## config.mk

```make
export PLATFORM = sky130hd
export DESIGN_NAME = uart_tx_arb
export DESIGN_NICKNAME = d
export VERILOG_FILES = /design/src/rtl/uart_pkg.sv /design/src/rtl/rr_arbiter.sv /design/src/rtl/uart_tx_arb.sv
export SDC_FILE = /design/constraint.sdc
export NUM_CORES = 1
export LEC_CHECK = 0
export BUFFER_PORTS_ARGS = -buffer_cell sky130_fd_sc_hd__buf_2
export CELL_PAD_IN_SITES_DETAIL_PLACEMENT = 1
export CELL_PAD_IN_SITES_GLOBAL_PLACEMENT = 1
export CORE_UTILIZATION = 41
export CTS_BUF_LIST = sky130_fd_sc_hd__clkbuf_4 sky130_fd_sc_hd__clkbuf_8
export CTS_CLUSTER_SIZE = 28
export DETAILED_ROUTE_END_ITERATION = 16
export GPL_ROUTABILITY_DRIVEN = 1
export PLACE_DENSITY_LB_ADDON = 0.1
export SKIP_CTS_REPAIR_TIMING = 1
export SLEW_MARGIN = 15
export SYNTH_ARGS = -nofsm -noshare
export SYNTH_HDL_FRONTEND = slang
export SYNTH_SLANG_ARGS = --single-unit
export TNS_END_PERCENT = 30
```

## constraint.sdc

```tcl
create_clock -name clk -period 6.14 [get_ports clk]
set_input_delay 0.614 -clock clk [delete_from_list [all_inputs] [get_ports clk]]
set_output_delay 0.614 -clock clk [all_outputs]
set_load 0.02 [all_outputs]
```

## src/rtl/uart_pkg.sv

```systemverilog
// Shared UART types: arbiter FSM state encoding.
package uart_pkg;

    typedef enum logic [1:0] {
        ARB_IDLE = 2'b00,
        ARB_LOCK = 2'b01
    } arb_state_e;

endpackage

```

## src/rtl/rr_arbiter.sv

```systemverilog
// Combinational round-robin pick: first set request strictly after i_ptr, wrapping.
module rr_arbiter #(
    parameter int unsigned NREQ = 4
) (
    input  logic [NREQ-1:0]         i_req,
    input  logic [$clog2(NREQ)-1:0] i_ptr,
    output logic [NREQ-1:0]         o_gnt,
    output logic [$clog2(NREQ)-1:0] o_idx,
    output logic                    o_any
);

    localparam int unsigned IW = $clog2(NREQ);

    logic [IW-1:0] cand;

    always_comb begin
        o_gnt = '0;
        o_idx = '0;
        o_any = 1'b0;
        cand  = '0;
        for (int unsigned i = 1; i <= NREQ; i++) begin
            cand = IW'((32'(i_ptr) + i) % NREQ);
            if (!o_any && i_req[cand]) begin
                o_any       = 1'b1;
                o_gnt[cand] = 1'b1;
                o_idx       = cand;
            end
        end
    end

endmodule

```

## src/rtl/uart_tx_arb.sv

```systemverilog
// Packet-granular round-robin arbiter muxing NREQ byte streams onto one UART transmitter,
// with a stall timeout that revokes a grant from a requester that stops sending mid-packet.
module uart_tx_arb
    import uart_pkg::*;
#(
    parameter int unsigned NREQ    = 4,
    parameter int unsigned DLEN    = 8,
    parameter int unsigned TIMEOUT = 1024
) (
    input  logic                 clk,
    input  logic                 rst,
    input  logic [NREQ-1:0]      i_req_valid,
    output logic [NREQ-1:0]      o_req_ready,
    input  logic [NREQ*DLEN-1:0] i_req_data,
    input  logic [NREQ-1:0]      i_req_last,
    output logic                 o_wvalid,
    input  logic                 i_wready,
    output logic [DLEN-1:0]      o_wdata,
    output logic [NREQ-1:0]      o_grant,
    output logic                 o_timeout
);

    localparam int unsigned IW = $clog2(NREQ);
    localparam int unsigned SW = $clog2(TIMEOUT + 1);

    arb_state_e    state_q, state_d;
    logic [NREQ-1:0] grant_q, grant_d;
    logic [IW-1:0] idx_q, idx_d;
    logic [IW-1:0] ptr_q, ptr_d;
    logic [SW-1:0] stall_q, stall_d;
    logic          timeout_q, timeout_d;

    logic [NREQ-1:0] rr_gnt;
    logic [IW-1:0]   rr_idx;
    logic            rr_any;
    logic            hs;

    rr_arbiter #(
        .NREQ (NREQ)
    ) u_rr (
        .i_req (i_req_valid),
        .i_ptr (ptr_q),
        .o_gnt (rr_gnt),
        .o_idx (rr_idx),
        .o_any (rr_any)
    );

    always_comb begin
        o_wvalid    = 1'b0;
        o_wdata     = '0;
        o_req_ready = '0;
        o_grant     = '0;
        if (state_q == ARB_LOCK) begin
            o_wvalid           = i_req_valid[idx_q];
            o_wdata            = i_req_data[32'(idx_q) * DLEN +: DLEN];
            o_req_ready[idx_q] = i_wready;
            o_grant            = grant_q;
        end
    end

    assign hs        = o_wvalid && i_wready;
    assign o_timeout = timeout_q;

    always_comb begin
        state_d   = state_q;
        grant_d   = grant_q;
        idx_d     = idx_q;
        ptr_d     = ptr_q;
        stall_d   = stall_q;
        timeout_d = 1'b0;
        case (state_q)
            ARB_IDLE: begin
                if (rr_any) begin
                    state_d = ARB_LOCK;
                    grant_d = rr_gnt;
                    idx_d   = rr_idx;
                    stall_d = '0;
                end
            end
            ARB_LOCK: begin
                if (hs) begin
                    stall_d = '0;
                    if (i_req_last[idx_q]) begin
                        state_d = ARB_IDLE;
                        grant_d = '0;
                        ptr_d   = idx_q;
                    end
                end else if (!i_req_valid[idx_q]) begin
                    // Revoke as the count reaches TIMEOUT-1: pulse lands TIMEOUT cycles after
                    // the last handshake. Transmitter backpressure never counts.
                    if (stall_q >= SW'(TIMEOUT - 2)) begin
                        state_d   = ARB_IDLE;
                        grant_d   = '0;
                        ptr_d     = idx_q;
                        timeout_d = 1'b1;
                    end else if (stall_q != '1) begin
                        stall_d = stall_q + SW'(1);
                    end
                end
            end
            default: begin
                state_d = ARB_IDLE;
                grant_d = '0;
                stall_d = '0;
            end
        endcase
    end

    always_ff @(posedge clk) begin
        if (rst) begin
            state_q   <= ARB_IDLE;
            grant_q   <= '0;
            idx_q     <= '0;
            ptr_q     <= IW'(NREQ - 1);
            stall_q   <= '0;
            timeout_q <= 1'b0;
        end else begin
            state_q   <= state_d;
            grant_q   <= grant_d;
            idx_q     <= idx_d;
            ptr_q     <= ptr_d;
            stall_q   <= stall_d;
            timeout_q <= timeout_d;
        end
    end

endmodule
```

==> out/results.tsv <==
metric	value	unit
status	finished, final reports clean	
minimum clock period	2.77	ns
P_int	0.269	mW
CP Cell Sequence	mux4_2 -> and2_1 -> buf_2	
static leakage	0.955	nW
RePlAce Congestion	0.784	
syn nets	267	
sequential fraction of design power	40.1	%
Power Density	196	mW/mm²
CP endpoint kind	primary output	
largest net degree at the start of global routing	27	
CP max stage cell	dfxtp_1	
Final HPWL DP	3890	µm
Total GRT Usage	22.1	%
Peak supply drop	98.4	µV
I/O Buffers	60	
initial antenna violation count	0	
Post-synth ARST share	0	%
Largest stage delay, worst path	0.83	ns
Max Fclk	0.361	GHz
# diodes	0	
final setup fails	0	
clock tree buffer depth	2	
Top delay family on crit path	flip-flops	
synth unique cells	49	
Die Ht	69.4	µm
first-pass GRT wire length	8780	µm
post-synthesis cell area	0.00186	mm²
Slew Limit Fails	0	
post-route ant nets	0	
crit path max fanout	14	
vias per cell	5.76	
core box area	0.00435	mm²
post-synthesis cell count	214	
clk_lat worst skew	0.27	ns
Slew headroom	44.6	%
synthesized flop and latch total	21	
Congestion Overflow GR	0	
CTS Buf Count	3	
Initial DRC Count	36	
die area	0.00482	mm²
Gate power share	37.6	%
initial core utilization	42.8	%
Die Wd	69.4	µm
area grow syn2layout	18.0	%
Post-synth top flop	dfxtp_1	
Post-synth EDFFs	0	
unrepaired setup endpoints after global routing	false	
WP buf/inv	1	
DRT Wirelength	5150	µm
number of fill cells	561	
First-pass DRT Iterations	4	
setup total negative slack	0	ns
clock skew	0.00362	ns
Final #Nets	316	
TritonCTS Sinks	21	
sequential-to-total area share from yosys stat	22.6	%
vias in the first global route	1808	
Final Util	50.5	%
DRC violations left	0	
root buffer cell	clkbuf_8	
H-tree Lvls	1	
switching portion of total power	37.6	%
CP Data Arrival Time	2.16	ns
Hold Vio Cnt, Final	0	
Hold/Removal Path Class	reg -> reg	
CP startpoint kind	flop	
Yosys Warn Count	0	
reg-to-reg slack, setup	3.38	ns
P_sw	0.162	mW
layout cells sized above 1	31.3	%
clock share of power	22.2	%
Avg WL per Cell	16.4	µm
Clock Pin Slew Worst Setup and Hold Paths	0.08	ns
Via Count	1809	
CTS tree	done	
max cap viols	0	
Slew @ Worst Pin	0.830	ns
Critical Path RT	5.53	ns
Post-Synthesis Mean Instance Area	8.71	µm²
io pins	61	
kind of critical path	reg -> out	
Rows	24	
final worst-path cycle share	45.1	%
[metal layers]
layer  track usage [%]  wire length [µm]
met1              27.2              2320
met3              2.91               138
met5                 0                 0
met2              41.0              2670
met4              4.08                25
[cell usage after synthesis, types with 7 or more instances]
cell type  number  area (µm²)
a21oi_1        15        75.1
nand3_1         8        40.0
inv_1           8        30.0
mux4_2         12         270
nand2_1        16        60.1
ha_1           10         125
o21ai_0         7        35.0
and2_1         17         106
dfxtp_1        21         420
nor3_1          7        35.0
nor2_1         10        37.5
clkbuf_1        9        33.8
[final cells by class]
type                       instances  area (µm²)  area share, %
tap                               52        65.1           2.96
sequential                        21         420           19.1
timing repair buffer              60         300           13.7
clock buffer                       3        41.3           1.88
multi-input combinational        169        1330           60.7
clock inverter                     1        7.51          0.341
inverter                           8        30.0           1.37
[layout by cell type (no fill, tap or decap), types with 3 or more instances in the layout]
cell	n
clkbuf_8	3
ha_1	10
o21ai_1	5
nor3b_1	5
o22ai_1	3
o21ai_0	7
nor2_1	10
mux4_2	12
dfxtp_1	21
nor3_1	7
nand2_1	16
nand3_1	8
inv_1	8
or3_1	5
and2_1	17
a221o_1	4
a21oi_1	15
a22o_1	5
nand2b_1	3
buf_2	60
[final timing paths]
check,start,end,cells after the start
setup / recovery,idx_q[0],o_wvalid,3
hold reg to reg,grant_q[0],grant_q[0],1
hold / removal,grant_q[0],grant_q[0],1
setup reg to reg,ptr_q[0],grant_q[3],7
[power groups by stage]
stage / registers [mW] / logic [mW] / clock network, mW
floorplan: 0.154 / 0.140 / 0
global placement: 0.177 / 0.159 / 0
detailed placement: 0.177 / 0.162 / 0
CTS: 0.174 / 0.164 / 0.0995
global route: 0.177 / 0.177 / 0.105
finish: 0.173 / 0.162 / 0.0958
[state kept, by name, summed over array words and instances, names as in the netlist]
name and cells:
stall_q 11, grant_q 4, idx_q 2, ptr_q 2, o_timeout 1, state_q 1
[through the flow]
step                instances  hold slack (ns)  setup slack [ns]  power, mW  instance area, µm²
floorplan                 214            0.447              3.64      0.294                1860
global placement          310            0.470              3.53      0.336                2150
detailed placement        310            0.473              3.39      0.340                2150
CTS                       314            0.494              3.32      0.437                2200
global route              314            0.521              3.17      0.460                2200
finish                    314            0.488              3.37      0.431                2200
[kinds of logic after synthesis]
| logic type | share of synthesized area, % |
|---|---|
| DFF | 22.6 |
| adders and majority gates | 6.72 |
| xor gates and xnor gates | 0.470 |
| muxes | 15.6 |
| buffers and inverters | 5.84 |
| and+or+nand+nor | 25.9 |
| AOI/OAI and AO/OA | 22.9 |
No activity file was read; power rests on OpenSTA's default activity.
